[config.mk]
export PLATFORM = sky130hd
export DESIGN_NAME = fifo_burst_reader
export DESIGN_NICKNAME = d
export VERILOG_FILES = /design/src/rtl/fifo_burst_reader.sv
export SDC_FILE = /design/constraint.sdc
export NUM_CORES = 1
export LEC_CHECK = 0
export ABC_CLOCK_PERIOD_IN_PS = 6100
export CORE_MARGIN = 2
export CORE_UTILIZATION = 54
export CTS_CLUSTER_DIAMETER = 80
export CTS_CLUSTER_SIZE = 28
export DETAILED_ROUTE_END_ITERATION = 12
export PLACE_DENSITY = 0.88
export SETUP_SLACK_MARGIN = 0.2
export SLEW_MARGIN = 30
export SYNTH_ARGS = -nofsm -noshare
export SYNTH_HDL_FRONTEND = slang
export SYNTH_SLANG_ARGS = --single-unit
[constraint.sdc]
create_clock -name clk -period 6.1 [get_ports clk]
set_clock_uncertainty 0.2 [all_clocks]
set_input_delay 1.22 -clock clk [delete_from_list [all_inputs] [get_ports clk]]
set_output_delay 1.22 -clock clk [all_outputs]
set_load 0.01 [all_outputs]
[src/rtl/fifo_burst_reader.sv]
// Read-side burst controller for the 32-deep sync FIFO.
// Drains burst_len words onto a valid/ready stream with last/done.
module fifo_burst_reader #(
  parameter int DATA_W = 32,
  parameter int LEN_W  = 6
) (
  input  logic              clk,
  input  logic              rst,
  input  logic              start,
  input  logic [LEN_W-1:0]  burst_len,
  input  logic              fifo_empty,
  output logic              fifo_rd_en,
  input  logic [DATA_W-1:0] fifo_rdata,
  output logic              m_valid,
  output logic [DATA_W-1:0] m_data,
  output logic              m_last,
  input  logic              m_ready,
  output logic              busy,
  output logic              done,
  output logic [LEN_W-1:0]  words_sent
);

  typedef enum logic [1:0] {
    IDLE,
    RUN,
    DRAIN,
    DONE
  } state_t;

  state_t state;
  state_t state_nxt;

  logic [LEN_W-1:0]  len_q;
  logic [LEN_W-1:0]  issued;
  logic [LEN_W-1:0]  sent;
  logic [1:0]        occ;
  logic              inflight;
  logic [DATA_W-1:0] buf0;
  logic [DATA_W-1:0] buf1;
  logic              pop;
  logic              push;
  logic [1:0]        lvl;

  assign pop  = m_valid & m_ready;
  assign push = inflight;
  // Slots committed after this edge: buffered + in flight - leaving
  assign lvl  = occ + {1'b0, inflight} - {1'b0, pop};

  assign m_valid    = (occ != 2'd0);
  assign m_data     = buf0;
  assign m_last     = m_valid & (sent == len_q - 1'b1);
  assign words_sent = sent;

  always_ff @(posedge clk) begin
    if (rst) begin
      state <= IDLE;
    end else begin
      state <= state_nxt;
    end
  end

  always_comb begin
    state_nxt = state;
    case (state)
      IDLE: begin
        if (start) begin
          state_nxt = (burst_len == '0) ? DONE : RUN;
        end
      end
      RUN: begin
        if (issued == len_q) begin
          state_nxt = DRAIN;
        end
      end
      DRAIN: begin
        if ((pop && m_last) || (sent == len_q)) begin
          state_nxt = DONE;
        end
      end
      DONE: state_nxt = IDLE;
      default: state_nxt = IDLE;
    endcase
  end

  always_comb begin
    busy       = (state == RUN) || (state == DRAIN);
    done       = (state == DONE);
    fifo_rd_en = (state == RUN) && !fifo_empty &&
                 (issued < len_q) && (lvl < 2'd2);
  end

  always_ff @(posedge clk) begin
    if (rst) begin
      len_q    <= '0;
      issued   <= '0;
      sent     <= '0;
      inflight <= 1'b0;
    end else begin
      inflight <= fifo_rd_en;
      if (state == IDLE && start) begin
        len_q  <= burst_len;
        issued <= '0;
        sent   <= '0;
      end else begin
        if (fifo_rd_en) begin
          issued <= issued + 1'b1;
        end
        if (pop && sent != len_q) begin
          sent <= sent + 1'b1;
        end
      end
    end
  end

  // Two-entry in-order buffer; buf0 is always the head
  always_ff @(posedge clk) begin
    if (rst) begin
      occ  <= 2'd0;
      buf0 <= '0;
      buf1 <= '0;
    end else begin
      case ({push, pop})
        2'b10: begin
          if (occ == 2'd0) begin
            buf0 <= fifo_rdata;
          end else begin
            buf1 <= fifo_rdata;
          end
          occ <= occ + 2'd1;
        end
        2'b01: begin
          buf0 <= buf1;
          occ  <= occ - 2'd1;
        end
        2'b11: begin
          if (occ == 2'd1) begin
            buf0 <= fifo_rdata;
          end else begin
            buf0 <= buf1;
            buf1 <= fifo_rdata;
          end
        end
        default: ;
      endcase
    end
  end

endmodule

==> results of run 1 <==
==> report_power, final <==
part	switching (µW)	internal [µW]
clock	212	203
sequential	94.1	711
combinational	544	470
total	851	1380
==> cells by family after synthesis <==
logic type,after synthesis
adder cells (fa/ha/maj),19
multiplexers,2
AO/OA/AOI/OAI,126
XOR/XNOR,23
AND/OR/NAND/NOR,159
flip-flops,87
buffers and inverters,48
==> registers in the layout (all words and copies together), names as in the netlist <==
name        flops
buf1           32
inflight        1
issued          6
len_q           6
m_data         32
occ             2
state           2
words_sent      6
==> worst max-delay path by stage <==
stage                     startpoint          to  slack (ns)  cells past startpoint
after floorplan              m_ready  fifo_rd_en        2.26                      6
after global placement       m_ready  fifo_rd_en        1.07                      8
after detailed placement     m_ready  fifo_rd_en        1.00                      8
after CTS                    m_ready  fifo_rd_en        0.98                      8
after global routing         m_ready  fifo_rd_en        0.90                      8
final                        m_ready  fifo_rd_en        0.98                      8
==> layer usage <==
layer / part of all wire, % / routed length (µm) / vias to the layer above / track usage (%)
met2: 49 / 4520 / 98 / 38.9
met5: 0 / 0 / - / 0
met3: 5.4 / 495 / 23 / 5.17
met4: 2.5 / 234 / 0 / 11.4
met1: 43 / 3980 / 1627 / 29.2
li1: - / - / 1760 / -
==> cells in the mapped netlist, types with 2 or more instances <==
library cell  count  area, µm²
and3_1            2       12.5
nand4_1           7       43.8
nor3_1            2       10.0
nor2b_1           3       18.8
a22oi_1          32        240
nand2_1          80        300
a21o_1            3       22.5
nor4_1            2       12.5
nor2_1           50        188
nand3_1           7       35.0
clkbuf_1         27        101
a211oi_1         34        255
inv_1            16       60.1
xnor2_1           7       61.3
buf_2             2       10.0
o21ai_1           2       10.0
a21oi_1          43        215
ha_1             19        238
o21ai_0           2       10.0
mux2i_1           2       20.0
xor2_1           16        140
dfxtp_1          87       1740
nand2b_1          2       12.5
==> area by class of cell <==
| type | count | area [µm²] |
|---|---|---|
| clock buffer | 10 | 138 |
| clock inverter | 6 | 68.8 |
| fill | 559 | 2110 |
| multi-input combinational | 329 | 2010 |
| timing repair buffer | 90 | 883 |
| tap | 99 | 124 |
| inverter | 17 | 63.8 |
| sequential | 87 | 1740 |
==> worst min-delay path, delay by kind of cell, from the launching register on <==
kind | cells | cell delay, ns
flops | 1 | 0.32
compound gates | 1 | 0.05
simple gates | 1 | 0.05
==> stage by stage <==
step,cell area [µm²],hold slack [ns],util (%)
4_1_cts,5030,0.259,70.5
6_report,5030,0.257,70.5
2_1_floorplan,3920,0.236,-
3_5_place_dp,4820,0.248,67.6
5_1_grt,5030,0.276,70.5
3_3_place_gp,4820,0.241,67.6
==> run metrics, run 1 <==
status=completed; Cell Pwr Density=between 400 and 500 nW/µm²; Tot Pwr=about 2200 µW; critical path cell sequence=clkdlybuf4s50_1 > nand2_1 > inv_1 > ha_1 > nor2b_1 > xnor2_1 > a2111oi_4 > clkdlybuf4s50_1; Post-Synthesis Cell Area=just under 4000 µm²; DIE WIDTH=89.2 µm; FMAX=between 150 and 200 MHz; CTS Root Cell=clkbuf_8; number of remaining DRC errors=0; Hold Path Cell Cnt=2; Syn Area/Cell=8.45 µm²; setup slack at placement=1.00 ns; largest net degree at the start of global routing=77; Starting Density=54.9%; delay-heaviest family, CP=buffers and inverters; distinct cell type count after synthesis=40; chip height=89.2 µm; CP endpoint kind=output pin; number of flops mapped to enable cells by yosys=0; final setup fails=0; DR vias/cell=5.50; DR WL/cell=approximately 14 µm; final layout net count=596; CORE AREA=7140 µm²; Layout area overhead=28.4%; Slew headroom=between 40% and 50%; reg2reg path depth=12; synthesized flop and latch total=a little under 90; Static Leak=roughly 0.0018 µW; CTS Hold Buffers Added=0; min Tclk post-route=slightly above 5 ns; Hold Crit Start=buf1[10]; input/output buffers=85; Synth Area in Adders=roughly 6.1%; row count=31; Ys Warns=0; first-pass GRT wire length=14.9 mm; FFs w/ async S/R, synth=0%; Placed Cells=approximately 620; DPL Wire Length=~6.3 mm; Worst-Skew Late Latency=0.35 ns; Hold WC Path Type=reg -> reg; VDD IR max=between 0.0002 and 0.0003 V; drt first pass iters=4; Fin Setup TNS=0 ns; DRT Wirelength=about 9 mm; slowest stage delay, CP=0.65 ns; Post-DRT Antenna Nets=0; clk buf depth=2; via count=approximately 3500; CP startpoint kind=primary input; most frequent cells in the layout=dfxtp_1 (87), clkdlybuf4s50_1 (84), nand2_1 (80), nor2_1 (50), a21oi_1 (42); final worst slack=0.982 ns; crit path DAT=3.70 ns; mux share of post-synthesis cell area=0.511%; Syn Inst Count=464; Post-Synth Simple-Gate Area=16.9%; Finished Layout Cells=638; CP Max Fanout=8; Primary FF master, synth=dfxtp_1; Worst-path clk slew=0.08 ns; CTS tree=yes; Hold Crit Endpoint=buf1[10]; r2r startpoint=occ[1]; total CTS buffers=9; largest family of logic cells by synthesized area=compound AO/OA/AOI/OAI gates; I/O pins=86; gr usage total=23.5%; post-CTS setup buffers=0; die area=7950 µm²; post-CTS sizing=0; First DRT Iteration DRCs=203; GP Congestion=between 0.9 and 1; antenna violations before repair=0; share of cells above drive strength 1=5.75%; slowest CP cell=clkdlybuf4s50_1; CTS Sinks=87; critical path buffer and inverter count=3; count of max-cap constraint violations=0; Slew Viols, Final=0; most common cell after layout, fill and taps aside=dfxtp_1; crit path kind=in -> out; final hold violations=0; Req. time, crit path=4.68 ns; Synth Area in XOR/XNOR=5.14%; register area share after synthesis=roughly 44%; setup slack, reg-to-reg=3.18 ns; # H-tree levels=3; vias in the first global route=3338; Synth Net Count=526; RSZ-0062 raised after global routing=no; Worst-Margin Slew=roughly 0.8 ns; Tcrit/Tclk final=83.9%; GRT overflow=0; Worst R2R End=issued[5]; Crit path top cell by count=clkdlybuf4s50_1; post-synthesis compound-gate area fraction=22.2%; Ant. Diodes=0
(Power assumes the default switching activity.)
==> inputs of run 2 (changes only) <==
- ABC_CLOCK_PERIOD_IN_PS: 6100 -> 5400
- CORE_UTILIZATION: 54 -> 50
- PLACE_DENSITY: 0.88 -> 0.83
- clock period: 6.1 -> 5.4 ns (I/O delays scaled with it)
==> run metrics, run 2 (synthesis gave the netlist of run 1 again) <==
drt first pass iters=4; number of remaining DRC errors=0; slowest stage delay, CP=around 0.54 ns; post-CTS setup buffers=0; Critical Path Start=m_ready; GRT overflow=0; Placed Cells=about 630; Hold Crit Start=buf1[25]; r2r startpoint=occ[0]; final hold violations=0; Cell Pwr Density=494 nW/µm²; # H-tree levels=3; Layout area overhead=28.2%; status=completed; count of max-cap constraint violations=0; Worst R2R End=m_data[9]; Worst-path clk slew=0.08 ns; slowest CP cell=clkdlybuf4s50_1; FMAX=~210 MHz; Req. time, crit path=4.12 ns; final core occ=approximately 66%; Ant. Diodes=0; setup slack, reg-to-reg=2.52 ns; reg2reg path depth=11; VDD IR max=0.000238 V; Finished Layout Cells=around 640; Worst-Skew Late Latency=0.35 ns; CTS Hold Buffers Added=0; die area=8560 µm²; Worst-Margin Slew=0.770 ns; Post-DRT Antenna Nets=0; CP startpoint kind=primary input; RSZ-0062 raised after global routing=no; input/output buffers=85; Slew headroom=48.7%; total CTS buffers=9; DR vias/cell=around 5.5; CORE AREA=7650 µm²; share of cells above drive strength 1=5.93%; hold_ws=0.256 ns; DRT Wirelength=9.26 mm; crit path to=fifo_rd_en; final worst slack=~0.71 ns; CTS Sinks=87; CTS Root Cell=clkbuf_8; final setup fails=0; crit path DAT=3.41 ns; Crit path top cell by count=clkdlybuf4s50_1; min Tclk post-route=4.69 ns; antenna violations before repair=0; crit path kind=in -> out; GP Congestion=0.894; setup slack at placement=between 0.7 and 0.8 ns; I/O pins=between 80 and 90; first-pass GRT wire length=~16 mm; DIE WIDTH=92.5 µm; via count=roughly 3500; row count=32; DPL Wire Length=6.23 mm; critical path cell sequence=clkdlybuf4s50_1 > nand2_1 > inv_1 > ha_1 > nor2b_1 > xnor2_1 > a2111oi_4 > buf_4 > clkdlybuf4s50_1; Fin Setup TNS=0 ns; Hold WC Path Type=reg -> reg; final layout net count=slightly below 600; vias in the first global route=3384; chip height=92.5 µm; most common cell after layout, fill and taps aside=dfxtp_1; CP endpoint kind=output pin; gr usage total=between 20% and 30%; CP Max Fanout=8; Tcrit/Tclk final=86.9%; largest net degree at the start of global routing=77; most frequent cells in the layout=dfxtp_1 (87), clkdlybuf4s50_1 (84), nand2_1 (80), nor2_1 (50), a21oi_1 (42); Static Leak=about 0.0018 µW; First DRT Iteration DRCs=between 150 and 200; Slew Viols, Final=0; CTS tree=yes; DR WL/cell=14.4 µm; post-CTS sizing=0; clk buf depth=2; Starting Density=51.2%
-- run 2: changes by cell type in the layout (fill, tap and decap cells not counted), sizes merged --
cell	before	now
buf	6	7
bufinv	1	0
clkinv	3	1
clkbuf	10	11
clkinvlp	1	2
inv	18	19
-- run 2: worst max-delay path, delay by kind of cell --
family | cells | cell delay [ns]
XOR/XNOR | 1 | 0.13
adder cells (fa/ha/maj) | 1 | 0.33
AND/OR/NAND/NOR | 2 | 0.39
AO/OA/AOI/OAI | 1 | 0.20
buffers and inverters | 4 | 1.28
-- run 2: routing by layer --
metal	vias up	global-route usage [%]	wire, µm
met5	-	0	0
met4	0	7.46	133
met3	15	6.75	523
met2	95	38.3	4540
met1	1670	27.8	4060
li1	1753	-	-
-- run 2: worst min path at each step --
stage,to,cells past startpoint
3_5_place_dp,buf1[12],2
4_1_cts,buf1[1],2
5_1_grt,buf1[7],2
3_3_place_gp,buf1[9],2
6_report,buf1[25],2
2_1_floorplan,buf1[0],2
-- run 2: area by class of cell --
class | instances | area [µm²]
Fill cell | 632 | 2620
Multi-Input combinational cell | 329 | 2010
Sequential cell | 87 | 1740
Timing Repair Buffer | 91 | 891
Clock buffer | 11 | 151
Tap cell | 102 | 128
Inverter | 17 | 63.8
Clock inverter | 5 | 37.5
-- run 2: per-stage QoR --
stage               total power (µW)  cell area (µm²)
finish                          2480             5020
global route                    2660             5020
CTS                             2500             5020
detailed placement              2060             4830
global placement                2030             4830
floorplan                       1600             3920
-- run 2: where the power goes --
group,leakage [µW],switching (µW),total (µW),internal (µW)
combinational,0.00101,611,1140,531
clock,0.0000924,236,431,195
sequential,0.000706,107,910,804
==> inputs of run 3 (changes only) <==
- CAP_MARGIN: default -> 20
- SKIP_LAST_GASP: default -> 1
==> results of run 3 <==
No change in the layout: final DEF, timing and power equal those of run 2.
